**src/rtl/data_register_file.sv**
```systemverilog
// Parametrised operand store: two registered read ports with write bypass and a
// hardware clear sequencer that initialises every entry after reset or on request.
module data_register_file #(
  parameter int unsigned            DATA_WIDTH  = 8,
  parameter int unsigned            ADDR_WIDTH  = 8,
  parameter logic [DATA_WIDTH-1:0]  CLEAR_VALUE = '0
) (
  input  logic                  clock,
  input  logic                  reset,
  input  logic                  enable_write,
  input  logic [ADDR_WIDTH-1:0] write_addr,
  input  logic [DATA_WIDTH-1:0] write_data,
  input  logic                  read_enable_a,
  input  logic [ADDR_WIDTH-1:0] read_addr_a,
  output logic [DATA_WIDTH-1:0] read_data_a,
  output logic                  read_valid_a,
  input  logic                  read_enable_b,
  input  logic [ADDR_WIDTH-1:0] read_addr_b,
  output logic [DATA_WIDTH-1:0] read_data_b,
  output logic                  read_valid_b,
  input  logic                  clear_request,
  output logic                  ready,
  output logic                  write_error
);

  localparam int unsigned DEPTH = 2 ** ADDR_WIDTH;
  localparam logic [ADDR_WIDTH-1:0] LastAddr = ADDR_WIDTH'(DEPTH - 1);

  typedef enum logic {StClear, StReady} state_e;

  state_e                state_q;
  logic [ADDR_WIDTH-1:0] ptr_q;
  logic                  ready_q;
  logic                  write_error_q;
  logic                  valid_a_q, valid_b_q;
  logic [DATA_WIDTH-1:0] data_a_q, data_b_q;
  logic [DATA_WIDTH-1:0] mem_q [DEPTH];

  logic                  write_accept;
  logic                  clear_write;
  logic                  fire_a, fire_b;
  logic [DATA_WIDTH-1:0] sel_a, sel_b;

  always_comb begin
    write_accept = enable_write & (state_q == StReady) & ~clear_request;
    clear_write  = (state_q == StClear);
    fire_a       = read_enable_a & ready_q & ~clear_request;
    fire_b       = read_enable_b & ready_q & ~clear_request;
    // A write landing on the same edge wins over the stale array content.
    sel_a = (write_accept && (write_addr == read_addr_a)) ? write_data : mem_q[read_addr_a];
    sel_b = (write_accept && (write_addr == read_addr_b)) ? write_data : mem_q[read_addr_b];
  end

  always_ff @(posedge clock) begin
    if (reset) begin
      state_q       <= StClear;
      ptr_q         <= '0;
      ready_q       <= 1'b0;
      write_error_q <= 1'b0;
      valid_a_q     <= 1'b0;
      valid_b_q     <= 1'b0;
      data_a_q      <= '0;
      data_b_q      <= '0;
    end else begin
      write_error_q <= enable_write & ~write_accept;
      valid_a_q     <= fire_a;
      valid_b_q     <= fire_b;
      if (fire_a) data_a_q <= sel_a;
      if (fire_b) data_b_q <= sel_b;
      unique case (state_q)
        StClear: begin
          if (ptr_q == LastAddr) begin
            state_q <= StReady;
            ready_q <= 1'b1;
            ptr_q   <= '0;
          end else begin
            ptr_q <= ptr_q + ADDR_WIDTH'(1);
          end
        end
        StReady: begin
          if (clear_request) begin
            state_q <= StClear;
            ready_q <= 1'b0;
            ptr_q   <= '0;
          end
        end
        default: state_q <= StClear;
      endcase
    end
  end

  // Array has no reset; the sequencer overwrites every entry instead.
  always_ff @(posedge clock) begin
    if (!reset) begin
      if (clear_write) begin
        mem_q[ptr_q] <= CLEAR_VALUE;
      end else if (write_accept) begin
        mem_q[write_addr] <= write_data;
      end
    end
  end

  assign read_data_a  = data_a_q;
  assign read_valid_a = valid_a_q;
  assign read_data_b  = data_b_q;
  assign read_valid_b = valid_b_q;
  assign ready        = ready_q;
  assign write_error  = write_error_q;

endmodule

```
**config.mk**
```make
export PLATFORM = sky130hd
export DESIGN_NAME = data_register_file
export DESIGN_NICKNAME = d
export VERILOG_FILES = /design/src/rtl/data_register_file.sv
export SDC_FILE = /design/constraint.sdc
export NUM_CORES = 2
export LEC_CHECK = 0
export CAP_MARGIN = 20
export CORE_UTILIZATION = 25
export CTS_CLUSTER_SIZE = 25
export DETAILED_ROUTE_END_ITERATION = 16
export PLACE_DENSITY_LB_ADDON = 0.08
export SLEW_MARGIN = 20
export SYNTH_ARGS = -nofsm -noshare
export SYNTH_HDL_FRONTEND = slang
export SYNTH_SLANG_ARGS = --single-unit
```
**constraint.sdc**
```tcl
create_clock -name clock -period 7.8 [get_ports clock]
set_input_delay 1.56 -clock clock [delete_from_list [all_inputs] [get_ports clock]]
set_output_delay 1.56 -clock clock [all_outputs]
set_load 0.005 [all_outputs]
```
==> out/qor.txt <==
CP Launch Type: primary input
most frequent cells in the layout: edfxtp_1 (2064), mux4_2 (745), mux2i_1 (583)
commonest non-fill, non-tap cell in the layout: edfxtp_1
worst-skew pair later-pin latency: 0.93 ns
Mapped Area: 99120 um2
slowest stage delay, CP: 0.70 ns
leak pwr: 33.77 nW
H-tree Lvls: 5
Layout Utilization: 29.08%
Die Width: 631.7 um
Post-CTS Resized: 0
drt total wl: 433.1 mm
total track usage: 21.27%
CP delay by family, top: simple AND/OR/NAND/NOR gates
Die Footprint: 399000 um2
CORE AREA: 393700 um2
Worst-path clk slew: 0.06 ns
fraction of layout cells with a size suffix above 1: 24.98%
Mapped Nets: 5694
Synth Register Bits: 2095
WP buf/inv: 3
R2R depth: 7
RSZ-0062 raised after global routing: false
Num CTS Buffers: 271
Worst VDD drop: 139.4 uV
max capacitance violation total: 0
global-route wire length before repair: 578.1 mm
post-synthesis sequential area ratio: 63.16%
CP max FO: 29
final std cells w/o fill: 11260
Mean Syn Cell Area: 17.53 um2
Initial Util: 25.18%
std cell rows: 230
share of the synthesized area in the top cell type: 62.53%
Worst Skew: 0.03514 ns
post-synthesis adder-cell area fraction: 0.01262%
mux contribution to synthesized area: 23.33%
post-synth top area cell: edfxtp_1
CP required: 8.64 ns
Antenna Nets Post-Route: 0
fin nets: 5846
Yosys warnings: 0
worst relative slew slack: 5.785%
Synth Area in Compound Gates: 6.299%
Worst Tran Pin Value: 1.407 ns
Crit path depth: 10
XOR/XNOR share of the synthesized area: 0.1414%
number of flops mapped to enable cells by yosys: 2064
largest net degree at the start of global routing: 165
post-synthesis async set-or-reset flop share: 0%
Worst Hold Class: flop to flop
DR vias: 59940
cell count after placement: 10750
Min Hold Slack: 0.4662 ns
PwrDens: 231.4 nW/um2
# setup viols final: 0
clock net sink count: 2095
Pwr Total: 0.02649 W
Worst path slowest cell: or4_1
Final Wtd Congestion: 0.8859
vias per cell: 5.325
number of cells produced by synthesis: 5655
initial drt markers: 6429
WHS Path Cells: 1
CTS Buffer Depth: 4
Layout area overhead: 15.52%
hpwl dp: 290.2 mm
hold buffer count at CTS: 0
Fillers: 38890
Die Span Y: 631.7 um
Slew Limit Fails: 0
critical-path cell list: buf_4 -> buf_4 -> nand3b_1 -> buf_4 -> o22ai_1 -> or3_1 -> a211oi_1 -> or4_1 -> nor4b_2 -> a221o_1
sum of negative setup slack: 0 ns
DR WL/cell: 38.48 um
initial antenna violation count: 36
Root Buffer: clkbuf_16
Simple-Gate Fraction of Synth Area: 3.824%
Port Buffers: 57
Final min period: 5.397 ns
Hold Vio Cnt, Final: 0
count of cell types in the netlist: 78
Most used DFF post-synth: edfxtp_1
postcts setup bufs: 0
critical path data arrival time: 6.24 ns
CP most frequent cell: buf_4
CTS tree: yes
CP Capture Type: flop
vias in the first global route: 61200
critical path type: primary input to flop
synth top area cells: edfxtp_1 (63%), mux4_2 (17%), mux2i_1 (5.9%), o22ai_1 (1.5%), nor2_1 (1.4%)
fmax: 185.3 MHz
DRC viols: 0
grt ovf: 0
main combinational cell family by area after synthesis: multiplexers
num ports: 58
crit share post-route: 69.19%
status: finished clean
drt first pass iters: 6
per-layer routing:
layer,global-route usage [%],vias up,part of all wire [%]
met5,0,-,0.014
met2,34.71,2084,47
met1,28.78,33060,43
met3,3.249,532,5.5
li1,-,24260,-
met4,7.252,10,3.9
cell type report:
cell class	instances	area [um2]	area share (%)
well taps	5220	6531	5.704
flip-flops and latches	2095	62600	54.67
clock buffers	340	7273	6.352
diodes	15	37.54	0.03278
inverters	7	33.78	0.02950
multi-input cells	3108	33600	29.34
repair buffers	324	3119	2.724
clock inverters	146	1309	1.143
cells in the mapped netlist (21+ instances only):
library cell	number
edfxtp_1	2064
nand2_1	176
o22ai_1	242
a2111oi_0	24
nor2_1	363
mux4_2	745
buf_6	82
a22o_1	25
a211oi_1	119
a21oi_1	96
buf_4	84
nand3_1	57
nor3_1	42
nand2b_1	24
mux2_2	32
o221ai_1	77
mux2i_1	583
and2_1	24
or3_1	21
a22oi_1	137
clkbuf_1	143
buf_2	78
dfxtp_1	31
nand3b_1	21
buf_1	21
nor4_1	32
o21ai_0	72
buf_8	23
state kept, by name, summed over array words and instances (netlist names), named ones only:
register / count
mem_q: 2048
ptr_q: 8
read_valid_a: 1
read_valid_b: 1
ready: 1
state_q: 1
write_error: 1
metrics by stage:
| step | instance area (um2) | worst slack (ns) |
|---|---|---|
| after floorplan | 99120 | 1.044 |
| after global placement | 105800 | 1.258 |
| after detailed placement | 105900 | 1.482 |
| after CTS | 114400 | 2.445 |
| after global routing | 114500 | 2.491 |
| final | 114500 | 2.403 |
kinds of logic (layout without fill, tap and decap cells):
kind of cell               count (synthesis)  count (layout)
other                                      0              15
AOI/OAI and AO/OA                        898             898
adders and majority gates                  1               1
and+or+nand+nor                          827             827
xor gates and xnor gates                  16              16
DFF                                     2095            2095
buffers and inverters                    452             817
muxes                                   1366            1366
power by group:
| part | leakage (nW) | switching (W) | internal (W) | total, W |
|---|---|---|---|---|
| logic | 12.4 | 0.00123 | 0.000597 | 0.00182 |
| clock network | 4.18 | 0.00522 | 0.00725 | 0.0125 |
| registers | 17.1 | 0.00000692 | 0.0122 | 0.0122 |
worst reg2reg max path: cells and delay by family, from the launching register on:
family                 cells  cell delay, ns
buffers and inverters      1            0.52
AOI/OAI and AO/OA          1            0.44
and+or+nand+nor            5            2.59
DFF                        1            0.70
final timing paths:
check	to	start	slack, ns
max	flop	read_addr_a[2]	2.40
max reg2reg	mem_q[50][6]$_DFFE_PP_	state_q$_SDFF_PP0_	3.18
min	flop	flop	0.47
min reg2reg	flop	flop	0.47
No activity file was read; power rests on OpenSTA's default activity.
